File: config.mk
export PLATFORM = sky130hd
export DESIGN_NAME = shift_unit_flat
export DESIGN_NICKNAME = d
export VERILOG_FILES = /design/src/rtl/shift_unit_if.sv /design/src/rtl/shift_unit.sv /design/src/flat_wrapper.sv
export SDC_FILE = /design/constraint.sdc
export NUM_CORES = 1
export LEC_CHECK = 0
export ABC_AREA = 1
export BUFFER_PORTS_ARGS = -buffer_cell sky130_fd_sc_hd__buf_2
export CAP_MARGIN = 25
export CORE_MARGIN = 3
export CORE_UTILIZATION = 45
export DETAILED_ROUTE_END_ITERATION = 10
export PLACE_DENSITY = 0.74
export SYNTH_ARGS = -nofsm -noshare
export SYNTH_HDL_FRONTEND = slang
export SYNTH_SLANG_ARGS = --single-unit
File: constraint.sdc
create_clock -name clk -period 1.9 [get_ports clk]
set_input_delay 0.095 -clock clk [delete_from_list [all_inputs] [get_ports clk]]
set_output_delay 0.095 -clock clk [all_outputs]
set_load 0.03 [all_outputs]
File: src/rtl/shift_unit_if.sv
// Request/result bundle for shift_unit: master issues start/op/In/Amt, slave returns handshake and result.
interface shift_unit_if #(
    parameter int WIDTH = 32
);
    localparam int AW = $clog2(WIDTH);

    logic             start;
    logic [1:0]       op;
    logic [WIDTH-1:0] In;
    logic [AW-1:0]    Amt;
    logic             ready;
    logic             busy;
    logic             done;
    logic [WIDTH-1:0] Out;
    logic             Zero;

    modport master (
        output start, op, In, Amt,
        input  ready, busy, done, Out, Zero
    );

    modport slave (
        input  start, op, In, Amt,
        output ready, busy, done, Out, Zero
    );
endinterface

File: src/rtl/shift_unit.sv
// shift_unit: multi-cycle SLL/SRL/SRA shifter moving at most STEP bit positions per cycle.
// Define SHIFT_UNIT_ROTATE_EN to make op=11 a rotate-left; otherwise op=11 behaves as SLL.
module shift_unit #(
    parameter int WIDTH = 32,
    parameter int STEP  = 4
) (
    input logic         clk,
    input logic         rst,
    shift_unit_if.slave bus
);
    localparam int AW = $clog2(WIDTH);
    localparam logic [AW:0] STEP_AMT = (AW + 1)'(STEP);

    localparam logic [1:0] OP_SLL = 2'b00;
    localparam logic [1:0] OP_SRL = 2'b01;
    localparam logic [1:0] OP_SRA = 2'b10;
    localparam logic [1:0] OP_ROL = 2'b11;

    typedef enum logic [1:0] {
        S_IDLE  = 2'd0,
        S_SHIFT = 2'd1,
        S_DONE  = 2'd2
    } state_t;

    state_t           state, state_nxt;
    logic [WIDTH-1:0] acc;
    logic [AW-1:0]    rem;
    logic [1:0]       opr;
    logic             sgn;
    logic [WIDTH-1:0] out;
    logic             zero;
    logic             ready, busy, done;

    // Without the rotate option op=11 collapses to SLL at capture time.
    function automatic logic [1:0] decode_op(input logic [1:0] o);
`ifdef SHIFT_UNIT_ROTATE_EN
        decode_op = o;
`else
        decode_op = (o == OP_ROL) ? OP_SLL : o;
`endif
    endfunction

    function automatic logic [AW-1:0] step_amt(input logic [AW-1:0] r);
        if ({1'b0, r} < STEP_AMT)
            step_amt = r;
        else
            step_amt = STEP_AMT[AW-1:0];
    endfunction

    // SRA fills from the captured sign, not the current acc MSB.
    function automatic logic [WIDTH-1:0] shift_step(input logic [WIDTH-1:0] a,
                                                    input logic [1:0]       o,
                                                    input logic             s,
                                                    input logic [AW-1:0]    k);
        logic signed [WIDTH:0] ext;
        ext = {s, a};
        case (o)
            OP_SRL: shift_step = a >> k;
            OP_SRA: begin
                ext        = ext >>> k;
                shift_step = ext[WIDTH-1:0];
            end
`ifdef SHIFT_UNIT_ROTATE_EN
            OP_ROL: shift_step = (a << k) | (a >> (WIDTH - int'(k)));
`endif
            default: shift_step = a << k;
        endcase
    endfunction

    always_ff @(posedge clk) begin
        if (rst)
            state <= S_IDLE;
        else
            state <= state_nxt;
    end

    always_comb begin
        state_nxt = state;
        ready     = 1'b0;
        busy      = 1'b0;
        done      = 1'b0;
        case (state)
            S_IDLE: begin
                ready = 1'b1;
                if (bus.start)
                    state_nxt = S_SHIFT;
            end
            S_SHIFT: begin
                busy = 1'b1;
                if (rem == '0)
                    state_nxt = S_DONE;
            end
            S_DONE: begin
                done      = 1'b1;
                state_nxt = S_IDLE;
            end
            default: state_nxt = S_IDLE;
        endcase
    end

    always_ff @(posedge clk) begin
        if (rst) begin
            acc  <= '0;
            rem  <= '0;
            opr  <= OP_SLL;
            sgn  <= 1'b0;
            out  <= '0;
            zero <= 1'b1;
        end else begin
            case (state)
                S_IDLE: begin
                    if (bus.start) begin
                        acc <= bus.In;
                        rem <= bus.Amt;
                        opr <= decode_op(bus.op);
                        sgn <= bus.In[WIDTH-1];
                    end
                end
                S_SHIFT: begin
                    if (rem != '0) begin
                        acc <= shift_step(acc, opr, sgn, step_amt(rem));
                        rem <= rem - step_amt(rem);
                    end else begin
                        out  <= acc;
                        zero <= (acc == '0);
                    end
                end
                default: ;
            endcase
        end
    end

    assign bus.ready = ready;
    assign bus.busy  = busy;
    assign bus.done  = done;
    assign bus.Out   = out;
    assign bus.Zero  = zero;
endmodule

File: src/flat_wrapper.sv
// flat-port wrapper written by rule: the top's interface ports become plain ports
module shift_unit_flat 
#(
    parameter int WIDTH = 32,
    parameter int STEP  = 4
)
  (clk, rst, bus_start, bus_op, bus_In, bus_Amt, bus_ready, bus_busy, bus_done, bus_Out, bus_Zero);
  shift_unit_if #(.WIDTH(WIDTH)) bus_i ();
  input logic clk;
  input logic rst;
  input wire logic [$bits(bus_i.start)-1:0] bus_start;
  input wire logic [$bits(bus_i.op)-1:0] bus_op;
  input wire logic [$bits(bus_i.In)-1:0] bus_In;
  input wire logic [$bits(bus_i.Amt)-1:0] bus_Amt;
  output wire logic [$bits(bus_i.ready)-1:0] bus_ready;
  output wire logic [$bits(bus_i.busy)-1:0] bus_busy;
  output wire logic [$bits(bus_i.done)-1:0] bus_done;
  output wire logic [$bits(bus_i.Out)-1:0] bus_Out;
  output wire logic [$bits(bus_i.Zero)-1:0] bus_Zero;
  assign bus_i.start = bus_start;
  assign bus_i.op = bus_op;
  assign bus_i.In = bus_In;
  assign bus_i.Amt = bus_Amt;
  assign bus_ready = bus_i.ready;
  assign bus_busy = bus_i.busy;
  assign bus_done = bus_i.done;
  assign bus_Out = bus_i.Out;
  assign bus_Zero = bus_i.Zero;
  shift_unit #(.WIDTH(WIDTH), .STEP(STEP)) u_core (.clk(clk), .rst(rst), .bus(bus_i));
endmodule
Word-level counts from Yosys, hierarchy flattened. Cells that the tools add are included.

Equality and inequality tests: 8. Reduce and logical (&&, ||, !) cells: 9. Shifts and indexed selects: 3. Magnitude comparators: 1. Muxes and demuxes: 18. Bitwise gates (word level): 1. Add/subtract/negate cells: 1.

Operator list (number): case mux 32 bit (2 select lines) (2); two-way mux 32 bit (2); >>> shifter 33 x 5 -> 32 bit (1); logical NOT 32 bit (1); left shift 32 x 5 -> 32 bit (1); >> shifter 32 x 5 -> 32 bit (1); two-way mux 5 bit (6); case mux 5 bit (2 select lines) (1); equality test 2 bit (second input constant) (3); two-way mux 2 bit (3); AND reduction 2 bit (3); logical NOT 5 bit (1); less-than comparator 5 x 3 -> 1 bit (second input constant) (1); nonzero test 5 bit (1); subtractor 5 bit (1); equality test 2 x 1 -> 1 bit (second input constant) (2); inequality test 2 x 1 -> 1 bit (second input constant) (2); case mux 2 bit (2 select lines) (1); two-way mux 1 bit (3); AND reduction 3 bit (1); logical NOT 2 bit (1); inequality test 2 bit (second input constant) (1); nonzero test 2 bit (1); NOT 1 bit (1).

Output and inout port bits: 36. Input port bits: 42. Flip-flop bits (word level): 75. Logic and storage cells: 48.

Logic depth before layout (Yosys ltp). Gate-level depths: netlist (run 1).

Depth in word-level cells: 9. Gate-level depth with buffers: 13. Mapped depth without buffers: 12.

Least setup slack after synthesis (run 1). No wires, ideal clock.

Path type: register -> register. Start: register u_core.state[1]. End: register u_core.rem[1]. Setup time: 0.088 ns. Period minus slack after synthesis: 1.812 ns. Arrival time: 1.724 ns. Cell stages (with the launch flop): 8. Setup slack: 0.088 ns. Path through: dfxtp_1 -> nor2_1 -> nand2_1 -> nand2_2 -> nand2_2 -> buf_6 -> buf_6 -> o32ai_2.

Word-level cells in the longest chain between the ends: 3. Elaborated cells on any way between the ends: 7. Those cells by class: 3 x eq/ne; 1 x mux; 3 x reduce/logical.

RTL lines: from (decl) (line shift_unit.sv:25) `state_t state, state_nxt;`; from (signal assigned) (line shift_unit.sv:74) `state <= state_nxt;`; equality test 2 x 1 -> 1 bit / logical NOT 2 bit (equally long branches) (line shift_unit.sv:110) `case (state)`; inequality test 2 x 1 -> 1 bit (no source line), or another cell as far along; AND reduction 3 bit (no source line); to (signal assigned) (line shift_unit.sv:114) `rem <= bus.Amt;`; to (signal assigned) (line shift_unit.sv:122) `rem <= rem - step_amt(rem);`; to (decl) (line shift_unit.sv:27) `logic [AW-1:0] rem;`.

Several ways; a longest one is shown, not always the timed one. A chain may end at the register's enable or synchronous reset.

Final worst setup path (run 1).
Start: register u_core.rem[3]. End: register u_core.acc[28].

Word-level cells in the longest chain between the ends: 9. Elaborated cells on any way between the ends: 14. Those cells by class: 1 x order compare; 1 x eq/ne; 3 x shift; 7 x mux; 2 x reduce/logical.

RTL lines: less-than comparator 5 x 3 -> 1 bit (line shift_unit.sv:44) `if ({1'b0, r} < STEP_AMT)`; two-way mux 5 bit (line shift_unit.sv:44); two-way mux 5 bit (line shift_unit.sv:120) `if (rem != '0) begin`; two-way mux 5 bit (line shift_unit.sv:110); two-way mux 5 bit (line shift_unit.sv:102) `if (rst) begin`; left shift 32 x 5 -> 32 bit, or another cell as far along (line shift_unit.sv:66) `default: shift_step = a << k;`; case mux 32 bit (2 select lines) (line shift_unit.sv:57) `case (o)`; two-way mux 32 bit (line shift_unit.sv:120); case mux 32 bit (2 select lines) (line shift_unit.sv:110); to (signal assigned) (line shift_unit.sv:113) `acc <= bus.In;`; to (signal assigned) (line shift_unit.sv:121) `acc <= shift_step(acc, opr, sgn, step_amt(rem));`; to (decl) (line shift_unit.sv:26) `logic [WIDTH-1:0] acc;`.

Several ways; a longest one is shown, not always the timed one. The select of a mux whose other input is x is not followed.

==> results of run 1 <==
## synth_stat cells, drive strengths merged
cell | instances | share of area (%)
a211oi | 1 | 0.14
o211ai | 5 | 0.68
a31oi | 2 | 0.23
dfxtp | 75 | 27
nor2 | 118 | 8.8
ha | 3 | 0.68
clkinv | 1 | 0.068
clkbuf | 11 | 0.75
o32ai | 1 | 0.29
o21ai | 63 | 5.7
nand3 | 183 | 17
o21bai | 1 | 0.14
nand4 | 11 | 1.2
nor3 | 1 | 0.091
conb | 1 | 0.068
o31ai | 1 | 0.14
inv | 76 | 5.2
o22ai | 4 | 0.45
a22oi | 1 | 0.14
nor4 | 8 | 0.91
nand3b | 1 | 0.14
buf | 45 | 4.5
nand2 | 295 | 20
a21oi | 57 | 5.2
## cell usage in the layout (no fill, tap or decap), types with 8 or more instances in the layout
cell         n
nor2_1     112
o21ai_0     49
o21ai_1     14
buf_4       32
nor4_1       8
nand3_1    181
dfxtp_1     74
nand4_1     11
nand2_1    289
a21oi_1     57
buf_2       77
inv_1       67
clkbuf_16    9
## cells by family (layout without fill, tap and decap cells)
kind of cell	after synthesis	after routing	synth area share, %
flops	75	75	27.2
buf+inv	133	211	10.5
compound gates	136	136	13.1
simple gates	617	617	48.5
other cells	1	1	0.0679
fa+ha+maj	3	3	0.680
## power by group
part           switching [mW]  internal (mW)
clock network           0.666           1.17
logic                    2.34           1.14
registers               0.227           1.81
## worst paths after layout
path                            endpoint  slack, ns  depth (start not counted)                  startpoint
max          u_core.acc[28]$_SDFFE_PP0P_        0.1                         11  u_core.rem[3]$_SDFFE_PP0P_
min           u_core.rem[0]$_SDFFE_PP0P_       0.03                          3                  bus_Amt[0]
max reg2reg  u_core.acc[28]$_SDFFE_PP0P_        0.1                         11  u_core.rem[3]$_SDFFE_PP0P_
min reg2reg   u_core.acc[6]$_SDFFE_PP0P_       0.47                          2  u_core.acc[6]$_SDFFE_PP0P_
## registers in the layout (all words and copies together), names as in the netlist
signal / flops
u_core.acc: 32
u_core.bus.Zero: 1
u_core.bus.Out: 32
u_core.state: 2
u_core.rem: 5
u_core.sgn: 1
u_core.opr: 2
## layer usage
metal,up-vias,global-route usage (%),wire (um)
li1,3324,-,-
met1,2987,38.6,8310
met2,359,42.6,8050
met3,44,7.81,1980
met4,0,11.4,490
met5,-,0,0
## worst max-delay path, delay by kind of cell, from the launching register on
kind | cells | cell delay, ns
AO/OA/AOI/OAI | 1 | 0.14
AND/OR/NAND/NOR | 9 | 0.98
flip-flops | 1 | 0.36
buffers and inverters | 1 | 0.22
## through the flow
step	utilization, %	power, mW	cell area [sq um]	setup TNS [ns]	std cells
floorplan	-	4.38	5520	0	965
global placement	53.1	5.41	6210	0	1171
detailed placement	53.1	5.43	6210	0	1171
CTS	55.8	7.29	6530	0	1186
global route	56.0	7.83	6560	-0.0405	1186
finish	56.0	7.36	6560	0	1186
## final cells by class
type                            instances  area [sq um]
Tap cell                              143           179
Clock buffer                           10           239
Timing Repair Buffer                  119           800
Inverter                               77           297
Clock inverter                          5          77.6
Sequential cell                        75          1500
Fill cell                            1261          5150
Multi-Input combinational cell        757          3460
==> metrics.txt, run 1 <==
# TYPE chip_impl_metric gauge
chip_impl_info{name="status",value="complete, no violations"} 1
chip_impl_metric{name="worst_slew_pin_slew",unit="ns"} 0.601
chip_impl_metric{name="hold_viol",unit=""} 0
chip_impl_metric{name="max_freq",unit="MHz"} 555
chip_impl_metric{name="holdWs",unit="ns"} 0.0291
chip_impl_metric{name="design.final.nets",unit=""} 1084
chip_impl_metric{name="first_pass_iteration_count_of_the_detailed_router",unit=""} 6
chip_impl_metric{name="route.final.wire_length",unit="mm"} 18.8
chip_impl_metric{name="critPathRequiredTime",unit="ns"} 2.14
chip_impl_metric{name="worst-path-max-fanout",unit=""} 12
chip_impl_metric{name="antenna_cells",unit=""} 0
chip_impl_metric{name="ctsLongestPathBuffers",unit=""} 2
chip_impl_metric{name="first_pass_grt_wire_length",unit="mm"} 30.5
chip_impl_metric{name="cp_slowest_stage_delay",unit="ns"} 0.36
chip_impl_metric{name="timing.critical_path.arrival",unit="ns"} 2.04
chip_impl_metric{name="route.vias.total",unit=""} 6714
chip_impl_metric{name="synth.yosys.warnings",unit=""} 0
chip_impl_metric{name="power.ir.vdd_worst",unit="uV"} 727
chip_impl_metric{name="post-dp-hpwl",unit="mm"} 13.8
chip_impl_metric{name="area_delta_synth_final",unit="%"} 18.7
chip_impl_metric{name="wl_per_cell",unit="um"} 15.9
chip_impl_metric{name="io_pins",unit=""} 78
chip_impl_metric{name="syn-mean-instance-area",unit="sq um"} 5.72
chip_impl_metric{name="max_slew_margin",unit="%"} 59.6
chip_impl_metric{name="placeable_area",unit="sq um"} 11700
chip_impl_metric{name="drv_cap",unit=""} 0
chip_impl_metric{name="timing.final.setup_violations",unit=""} 0
chip_impl_metric{name="finalWorstSetupSlack",unit="ns"} 0.0978
chip_impl_metric{name="placement.setup.worst_slack",unit="ns"} 0.0687
chip_impl_metric{name="synthesis.area",unit="sq um"} 5520
chip_impl_metric{name="chipWidth",unit="um"} 117
chip_impl_metric{name="period_share",unit="%"} 94.9
chip_impl_info{name="cp_slowest_cell",value="dfxtp_2"} 1
chip_impl_metric{name="htree_levels",unit=""} 3
chip_impl_info{name="critical_path.most_common_cell",value="nand2_1"} 1
chip_impl_metric{name="synth_nets",unit=""} 1010
chip_impl_metric{name="port-buffer-count",unit=""} 77
chip_impl_metric{name="final_antenna_net_count",unit=""} 0
chip_impl_metric{name="path_clk_slew",unit="ns"} 0.06
chip_impl_metric{name="cts_post_setup_buffers_inserted",unit=""} 0
chip_impl_metric{name="syn_inst",unit=""} 965
chip_impl_info{name="worst_setup_path_end_kind",value="flop"} 1
chip_impl_metric{name="viasPerCell",unit=""} 5.66
chip_impl_info{name="hold_class",value="in2reg"} 1
chip_impl_metric{name="synth_seq_cells",unit=""} 75
chip_impl_metric{name="leakage",unit="nW"} 3.16
chip_impl_metric{name="synthDistinctLibCells",unit=""} 37
chip_impl_info{name="cts_tree",value="built"} 1
chip_impl_metric{name="layout-drive-gt1-share",unit="%"} 15.5
chip_impl_metric{name="post_cts_resize_count",unit=""} 0
chip_impl_info{name="crit_chain",value="nor2_8, nand3_4, buf_4, nor2_1, o21ai_0, nand2_1, nor2_1, nor2_1, nand2_1, nand2_1, nand2_1"} 1
chip_impl_metric{name="maxSlewViolCount",unit=""} 0
chip_impl_info{name="critPathLaunchType",value="flop"} 1
chip_impl_metric{name="detailedRoute.firstIterationViolations",unit=""} 707
chip_impl_metric{name="starting_utilization_of_the_core_area",unit="%"} 47.2
chip_impl_metric{name="first_global_vias",unit=""} 6256
chip_impl_info{name="critical_path_class",value="reg2reg"} 1
chip_impl_metric{name="yosysSeqAreaShare",unit="%"} 27.2
chip_impl_info{name="rsz0062_at_grt",value="true"} 1
chip_impl_metric{name="gr-total-overflow",unit=""} 0
chip_impl_metric{name="cts-buffers-inserted",unit=""} 9
chip_impl_metric{name="pin_count_of_the_biggest_net_entering_global_routing",unit=""} 58
chip_impl_metric{name="clock_latency",unit="ns"} 0.35
chip_impl_metric{name="powerDensity",unit="nW/um^2"} 1120
chip_impl_metric{name="antenna_violations_before_repair",unit=""} 0
chip_impl_metric{name="cts_hold_repair.buffers",unit=""} 0
chip_impl_metric{name="drt_drc_violations_left",unit=""} 0
chip_impl_info{name="clock-root-buffer",value="clkbuf_16"} 1
chip_impl_metric{name="final_period_minus_worst_setup_slack",unit="ns"} 1.80
chip_impl_metric{name="die_height",unit="um"} 117
chip_impl_metric{name="numClockSinks",unit=""} 75
chip_impl_metric{name="timing.clock.skew",unit="ns"} 0.00837
chip_impl_metric{name="gp_routability_congestion",unit=""} 0.986
chip_impl_metric{name="total_global_route_track_usage",unit="%"} 28.4
chip_impl_metric{name="std_cell_rows",unit=""} 39
chip_impl_metric{name="die_area",unit="sq um"} 13600
Note: power is estimated with default switching activity, not from simulation.
==> run 2, diff against run 1 <==
Settings changed: MAX_ROUTING_LAYER from default to met4, PLACE_DENSITY 0.74 to 0.68.
==> run 2 against run 1 <==
  * Final cell count rose by 0.17%
  * Worst setup slack got worse by 0.028 ns
  * Clock power rose by 7%
  * Design area barely moved
  * Critical path type unchanged
  * Critical endpoint is now u_core.acc[29]$_SDFFE_PP0P_
  * Sequential power barely moved
  * Global-route usage rose by 1.9 points
  * Wire length rose by 3.0%
  * Critical path depth fell by 1
  * Via count rose by 0.18%
  * Largest cell class unchanged
  * Power rose by 2.4%
  * Clock skew fell by 0.0014 ns
  * Largest power group unchanged
==> metrics.txt, run 2 (same netlist as run 1, synthesis figures left out) <==
# TYPE chip_impl_metric gauge
chip_impl_info{name="status",value="complete, no violations"} 1
chip_impl_metric{name="route.vias.total",unit=""} 6726
chip_impl_metric{name="io_pins",unit=""} 78
chip_impl_info{name="critical_path_class",value="reg2reg"} 1
chip_impl_metric{name="final_period_minus_worst_setup_slack",unit="ns"} 1.83
chip_impl_metric{name="cp_slowest_stage_delay",unit="ns"} 0.35
chip_impl_metric{name="cts_post_setup_buffers_inserted",unit=""} 0
chip_impl_metric{name="holdWs",unit="ns"} 0.0412
chip_impl_metric{name="antenna_violations_before_repair",unit=""} 0
chip_impl_metric{name="detailedRoute.firstIterationViolations",unit=""} 639
chip_impl_metric{name="gr-total-overflow",unit=""} 0
chip_impl_metric{name="first_pass_iteration_count_of_the_detailed_router",unit=""} 5
chip_impl_metric{name="report.power.total",unit="mW"} 7.53
chip_impl_metric{name="path_clk_slew",unit="ns"} 0.06
chip_impl_info{name="final_common_cell",value="nand2_1"} 1
chip_impl_metric{name="worst_slew_pin_slew",unit="ns"} 0.696
chip_impl_metric{name="pin_count_of_the_biggest_net_entering_global_routing",unit=""} 44
chip_impl_metric{name="critPathRequiredTime",unit="ns"} 2.19
chip_impl_metric{name="std_cell_rows",unit=""} 39
chip_impl_metric{name="layout-drive-gt1-share",unit="%"} 15.5
chip_impl_metric{name="timing.clock.skew",unit="ns"} 0.00698
chip_impl_metric{name="stdcell_area",unit="sq um"} 6560
chip_impl_metric{name="final.setup.tns",unit="ns"} 0
chip_impl_info{name="cts_tree",value="built"} 1
chip_impl_metric{name="wl_per_cell",unit="um"} 16.3
chip_impl_metric{name="gp_routability_congestion",unit=""} 1.06
chip_impl_metric{name="die_area",unit="sq um"} 13600
chip_impl_metric{name="power.ir.vdd_worst",unit="uV"} 633
chip_impl_metric{name="numClockSinks",unit=""} 75
chip_impl_metric{name="route.final.wire_length",unit="mm"} 19.4
chip_impl_metric{name="final_core_util",unit="%"} 56.0
chip_impl_metric{name="antenna_cells",unit=""} 0
chip_impl_metric{name="period_share",unit="%"} 96.3
chip_impl_metric{name="leakage",unit="nW"} 3.17
chip_impl_metric{name="drv_cap",unit=""} 0
chip_impl_metric{name="first_global_vias",unit=""} 6117
chip_impl_info{name="hold_class",value="in2reg"} 1
chip_impl_metric{name="powerDensity",unit="nW/um^2"} 1150
chip_impl_metric{name="starting_utilization_of_the_core_area",unit="%"} 47.2
chip_impl_metric{name="critical_path.n_buffers_inverters",unit=""} 3
chip_impl_metric{name="cts-buffers-inserted",unit=""} 9
chip_impl_info{name="layout_common_cells",value="nand2_1, nand3_1, nor2_1, buf_2, dfxtp_1"} 1
chip_impl_metric{name="clock_latency",unit="ns"} 0.34
chip_impl_metric{name="hold_viol",unit=""} 0
chip_impl_metric{name="timing.final.setup_violations",unit=""} 0
chip_impl_metric{name="drt_drc_violations_left",unit=""} 0
chip_impl_metric{name="ctsLongestPathBuffers",unit=""} 2
chip_impl_metric{name="max_freq",unit="MHz"} 546
chip_impl_metric{name="worst-path-max-fanout",unit=""} 4
chip_impl_metric{name="htree_levels",unit=""} 3
chip_impl_metric{name="final_antenna_net_count",unit=""} 0
chip_impl_metric{name="total_global_route_track_usage",unit="%"} 30.3
chip_impl_metric{name="port-buffer-count",unit=""} 77
chip_impl_info{name="cp_slowest_cell",value="nor3_1"} 1
chip_impl_metric{name="area_delta_synth_final",unit="%"} 18.8
chip_impl_metric{name="design.final.nets",unit=""} 1085
chip_impl_info{name="clock-root-buffer",value="clkbuf_16"} 1
chip_impl_info{name="critical_path.most_common_cell",value="nand2_1"} 1
chip_impl_metric{name="first_pass_grt_wire_length",unit="mm"} 31.5
chip_impl_info{name="worst_setup_path_end_kind",value="flop"} 1
chip_impl_metric{name="maxSlewViolCount",unit=""} 0
chip_impl_metric{name="post-dp-hpwl",unit="mm"} 14.3
chip_impl_metric{name="cts_hold_repair.buffers",unit=""} 0
chip_impl_metric{name="max_slew_margin",unit="%"} 53.2
chip_impl_metric{name="viasPerCell",unit=""} 5.66
chip_impl_info{name="crit_chain",value="inv_1, ha_1, clkinv_1, nor3_1, inv_1, o211ai_1, nor2_1, nand2_1, nand2_1, nand2_1"} 1
chip_impl_info{name="worst_path_dominant_cell_family",value="simple AND/OR/NAND/NOR gates"} 1
chip_impl_metric{name="placeable_area",unit="sq um"} 11700
chip_impl_metric{name="timing.critical_path.arrival",unit="ns"} 2.12
chip_impl_metric{name="chipWidth",unit="um"} 117
chip_impl_info{name="rsz0062_at_grt",value="true"} 1
chip_impl_metric{name="post_dp_cell_area",unit="sq um"} 6200
chip_impl_metric{name="die_height",unit="um"} 117
chip_impl_info{name="critPathLaunchType",value="flop"} 1
[run 2: cell count changes in the layout (fill, tap and decap cells not counted), moves of 3 or more]
| cell | change |
|---|---|
| buf_4 | +3 |
| clkbuf_8 | +3 |
| o21ai_0 | -3 |
| o21ai_1 | +3 |
[run 2: path summary, 6_finish.rpt]
| check | start | end | slack [ns] | cells after the start |
|---|---|---|---|---|
| worst max-delay path | u_core.opr[0]$_SDFFE_PP0P_ | u_core.acc[29]$_SDFFE_PP0P_ | 0.07 | 10 |
| worst min-delay path | bus_Amt[4] | u_core.rem[4]$_SDFFE_PP0P_ | 0.04 | 3 |
| worst max register to register | u_core.opr[0]$_SDFFE_PP0P_ | u_core.acc[29]$_SDFFE_PP0P_ | 0.07 | 10 |
| worst min register to register | u_core.acc[20]$_SDFFE_PP0P_ | u_core.acc[20]$_SDFFE_PP0P_ | 0.48 | 2 |
[run 2: repair_timing]
action / CTS / global route
hold endpoints to repair: 0 / 0
resized for setup: 0 / 11
endpoints found under the setup margin: 0 / 26
[run 2: stage by stage]
step / worst slack, ns / instances
floorplan: 0.0883 / 965
global placement: 0.0910 / 1172
detailed placement: 0.0876 / 1172
CTS: 0.0632 / 1188
global route: -0.0248 / 1188
finish: 0.0696 / 1188
[run 2: worst min-delay path: cells and delay by family]
kind | cells | cell delay [ns]
AO/OA/AOI/OAI | 2 | 0.17
buffers and inverters | 1 | 0.08
[run 2: cell type report]
| class | count | area (sq um) |
|---|---|---|
| fill | 1203 | 5150 |
| multi-input combinational | 757 | 3460 |
| inverter | 77 | 294 |
| clock inverter | 3 | 67.6 |
| clock buffer | 13 | 280 |
| timing repair buffer | 120 | 782 |
| sequential | 75 | 1500 |
| tap | 143 | 179 |
[run 2: power breakdown]
part / total, mW / internal (mW) / switching [mW]
logic: 3.53 / 1.15 / 2.38
clock network: 1.97 / 1.29 / 0.681
registers: 2.03 / 1.81 / 0.218
total: 7.53 / 4.25 / 3.28
[run 2: routing by layer]
layer	routed length, um	global-route usage, %	part of all wire (%)
met2	8340	45.1	43
met4	425	9.56	2.2
met1	8970	41.3	46
met3	1650	6.17	8.5
met5	0	-	0
==> run 3, diff against run 2 <==
Settings changed: CORE_MARGIN 3 to 5.
==> run 3 against run 2 <==
  * Largest power group unchanged
  * Non-clock buffer count up 6
  * Critical path type unchanged
  * Worst setup slack better by 0.053 ns
  * Critical path depth increased by 2
  * Wire length up 2.0%
  * Sequential power barely moved
  * Sequential share of layout area shrank 0.28 points
  * Largest cell class unchanged
  * First-iteration DRC count rose by 5.8%
  * Highest routed layer unchanged
==> metrics.txt, run 3 (same netlist as run 1, synthesis figures left out) <==
# TYPE chip_impl_metric gauge
chip_impl_metric{name="gr-total-overflow",unit=""} 0
chip_impl_metric{name="htree_levels",unit=""} 3
chip_impl_metric{name="max_freq",unit="MHz"} 563
chip_impl_metric{name="cts-buffers-inserted",unit=""} 9
chip_impl_metric{name="powerDensity",unit="nW/um^2"} 1120
chip_impl_metric{name="critPathRequiredTime",unit="ns"} 2.19
chip_impl_metric{name="ctsLongestPathBuffers",unit=""} 2
chip_impl_metric{name="combinationalPowerShare",unit="%"} 48.5
chip_impl_metric{name="clock_latency",unit="ns"} 0.35
chip_impl_metric{name="first_pass_iteration_count_of_the_detailed_router",unit=""} 5
chip_impl_metric{name="starting_utilization_of_the_core_area",unit="%"} 46.0
chip_impl_metric{name="layout-drive-gt1-share",unit="%"} 16.1
chip_impl_metric{name="drv_cap",unit=""} 0
chip_impl_metric{name="instances_no_fill",unit=""} 1198
chip_impl_info{name="status",value="complete, no violations"} 1
chip_impl_info{name="worst_path_dominant_cell_family",value="simple AND/OR/NAND/NOR gates"} 1
chip_impl_metric{name="r2r_setup_slack",unit="ns"} 0.12
chip_impl_metric{name="hold_viol",unit=""} 0
chip_impl_info{name="critical_path_class",value="reg2reg"} 1
chip_impl_info{name="r2r-start",value="u_core.rem[3]$_SDFFE_PP0P_"} 1
chip_impl_info{name="min_delay_worst_endpoint",value="u_core.rem[2]$_SDFFE_PP0P_"} 1
chip_impl_metric{name="area_delta_synth_final",unit="%"} 20.3
chip_impl_metric{name="power_frac_seq",unit="%"} 27.2
chip_impl_metric{name="final_antenna_net_count",unit=""} 0
chip_impl_info{name="hold_path_startpoint",value="bus_Amt[2]"} 1
chip_impl_metric{name="std_cell_rows",unit=""} 40
chip_impl_info{name="hold_class",value="in2reg"} 1
chip_impl_metric{name="die_height",unit="um"} 121
chip_impl_metric{name="post-dp-hpwl",unit="mm"} 14.5
chip_impl_metric{name="first_global_vias",unit=""} 6064
chip_impl_metric{name="rr_worst_depth",unit=""} 12
chip_impl_metric{name="antenna_violations_before_repair",unit=""} 0
chip_impl_metric{name="critical_path.n_buffers_inverters",unit=""} 3
chip_impl_info{name="crit_chain",value="nor2_8, buf_6, nand2_4, inv_4, nand2_2, inv_2, nand2_1, o21ai_1, nor2_1, nand2_1, nand2_1, nand2_1"} 1
chip_impl_metric{name="hold_path_depth",unit=""} 3
chip_impl_metric{name="maxSlewViolCount",unit=""} 0
chip_impl_info{name="clock-root-buffer",value="clkbuf_16"} 1
chip_impl_metric{name="timing.critical_path.arrival",unit="ns"} 2.07
chip_impl_info{name="final_common_cell",value="nand2_1"} 1
chip_impl_metric{name="pin_count_of_the_biggest_net_entering_global_routing",unit=""} 65
chip_impl_metric{name="post-place-cells",unit=""} 1181
chip_impl_metric{name="port-buffer-count",unit=""} 77
chip_impl_metric{name="sw_frac_of_total",unit="%"} 44.3
chip_impl_metric{name="timing.final.setup_violations",unit=""} 0
chip_impl_info{name="rr_endpoint",value="u_core.acc[28]$_SDFFE_PP0P_"} 1
chip_impl_metric{name="leakage",unit="nW"} 3.21
chip_impl_metric{name="drt_drc_violations_left",unit=""} 0
chip_impl_metric{name="io_pins",unit=""} 78
chip_impl_info{name="cp_slowest_cell",value="dfxtp_2"} 1
chip_impl_metric{name="route.final.wire_length",unit="mm"} 19.8
chip_impl_metric{name="numClockSinks",unit=""} 75
chip_impl_metric{name="holdWs",unit="ns"} 0.0239
chip_impl_metric{name="design.final.nets",unit=""} 1091
chip_impl_metric{name="detailedRoute.firstIterationViolations",unit=""} 676
chip_impl_metric{name="power.ir.vdd_worst",unit="uV"} 577
chip_impl_metric{name="period_share",unit="%"} 93.5
chip_impl_info{name="cts_tree",value="built"} 1
chip_impl_metric{name="p_sw",unit="mW"} 3.31
chip_impl_metric{name="final_period_minus_worst_setup_slack",unit="ns"} 1.78
chip_impl_metric{name="power.internal",unit="mW"} 4.16
chip_impl_metric{name="n_fill_cell",unit=""} 1295
chip_impl_metric{name="antenna_cells",unit=""} 0
chip_impl_metric{name="route.vias.total",unit=""} 6631
chip_impl_metric{name="max_slew_margin",unit="%"} 46.2
chip_impl_metric{name="cts_hold_repair.buffers",unit=""} 0
chip_impl_metric{name="total_global_route_track_usage",unit="%"} 27.8
chip_impl_metric{name="p_clk_share",unit="%"} 24.3
chip_impl_info{name="layout_common_cells",value="nand2_1, nand3_1, nor2_1, buf_2, dfxtp_1"} 1
chip_impl_metric{name="placement.setup.worst_slack",unit="ns"} 0.0876
chip_impl_info{name="critPathLaunchType",value="flop"} 1
chip_impl_metric{name="timing.clock.skew",unit="ns"} 0.00518
chip_impl_info{name="critical_path.most_common_cell",value="nand2_1"} 1
chip_impl_metric{name="worst-path-max-fanout",unit=""} 17
chip_impl_info{name="worst_setup_path_end_kind",value="flop"} 1
chip_impl_metric{name="cp_slowest_stage_delay",unit="ns"} 0.35
chip_impl_metric{name="chipWidth",unit="um"} 121
chip_impl_metric{name="viasPerCell",unit=""} 5.54
chip_impl_metric{name="placeable_area",unit="sq um"} 12000
chip_impl_metric{name="die_area",unit="sq um"} 14600
chip_impl_metric{name="finalWorstSetupSlack",unit="ns"} 0.123
chip_impl_metric{name="path_clk_slew",unit="ns"} 0.06
chip_impl_metric{name="gp_routability_congestion",unit=""} 0.978
chip_impl_metric{name="first_pass_grt_wire_length",unit="mm"} 31.5
chip_impl_metric{name="wl_per_cell",unit="um"} 16.5
chip_impl_metric{name="worst_slew_pin_slew",unit="ns"} 0.799
-- run 3: cell types whose count changed in the layout (fill, tap and decap cells not counted), sizes merged --
cell    previous run  this run
inv               76        77
bufinv             2         1
buf              120       126
clkbuf            13        12
clkinv             1         2
-- run 3: what timing repair did --
action,CTS,global route
setup endpoints to repair,0,23
gates resized for setup,0,11
setup buffers,0,1
-- run 3: routing by layer --
metal | vias to the layer above | GRT usage (%) | wire length (um)
met5 | - | - | 0
met1 | 2987 | 38.5 | 9360
met2 | 279 | 41.5 | 8610
met4 | 0 | 9.56 | 439
met3 | 35 | 4.16 | 1360
li1 | 3330 | - | -
-- run 3: area by class of cell --
class	instances	area, sq um	area share, %
Sequential cell	75	1500	22.6
Clock buffer	12	267	4.01
Multi-Input combinational cell	757	3460	52.1
Tap cell	147	184	2.77
Clock inverter	4	47.5	0.716
Inverter	77	297	4.46
Timing Repair Buffer	126	886	13.3
-- run 3: tightest hold or removal path: stages --
cell     delay [ns]
buf_2          0.07
o21ai_0        0.07
o22ai_1        0.09
-- run 3: worst max path at each step --
stage | slack [ns] | startpoint | end | depth (start not counted)
after floorplan | 0.09 | u_core.state[1]$_SDFFE_PP0P_ | u_core.rem[1]$_SDFFE_PP0P_ | 7
after global placement | 0.10 | u_core.rem[4]$_SDFFE_PP0P_ | u_core.acc[28]$_SDFFE_PP0P_ | 12
after detailed placement | 0.09 | u_core.rem[4]$_SDFFE_PP0P_ | u_core.acc[23]$_SDFFE_PP0P_ | 12
after CTS | 0.08 | u_core.rem[4]$_SDFFE_PP0P_ | u_core.acc[23]$_SDFFE_PP0P_ | 12
after global routing | -0.01 | u_core.rem[2]$_SDFFE_PP0P_ | u_core.rem[4]$_SDFFE_PP0P_ | 13
final | 0.12 | u_core.rem[3]$_SDFFE_PP0P_ | u_core.acc[28]$_SDFFE_PP0P_ | 12
-- run 3: power groups by stage --
stage          Sequential [mW]  Clock [mW]  Combinational (mW)
5_1_grt                   2.06        1.90                3.97
3_5_place_dp              2.05           0                3.52
3_3_place_gp              2.05           0                3.52
4_1_cts                   2.02        1.84                3.53
6_report                  2.03        1.82                3.62
2_1_floorplan             2.20           0                2.19
-- run 3: stage by stage --
stage,util [%],TNS [ns],total power [mW],cell area [sq um]
after floorplan,-,0,4.38,5520
after global placement,52.5,0,5.58,6300
after detailed placement,52.5,0,5.57,6300
after CTS,55.1,0,7.40,6620
after global routing,55.3,-0.0116,7.93,6640
final,55.3,0,7.47,6640
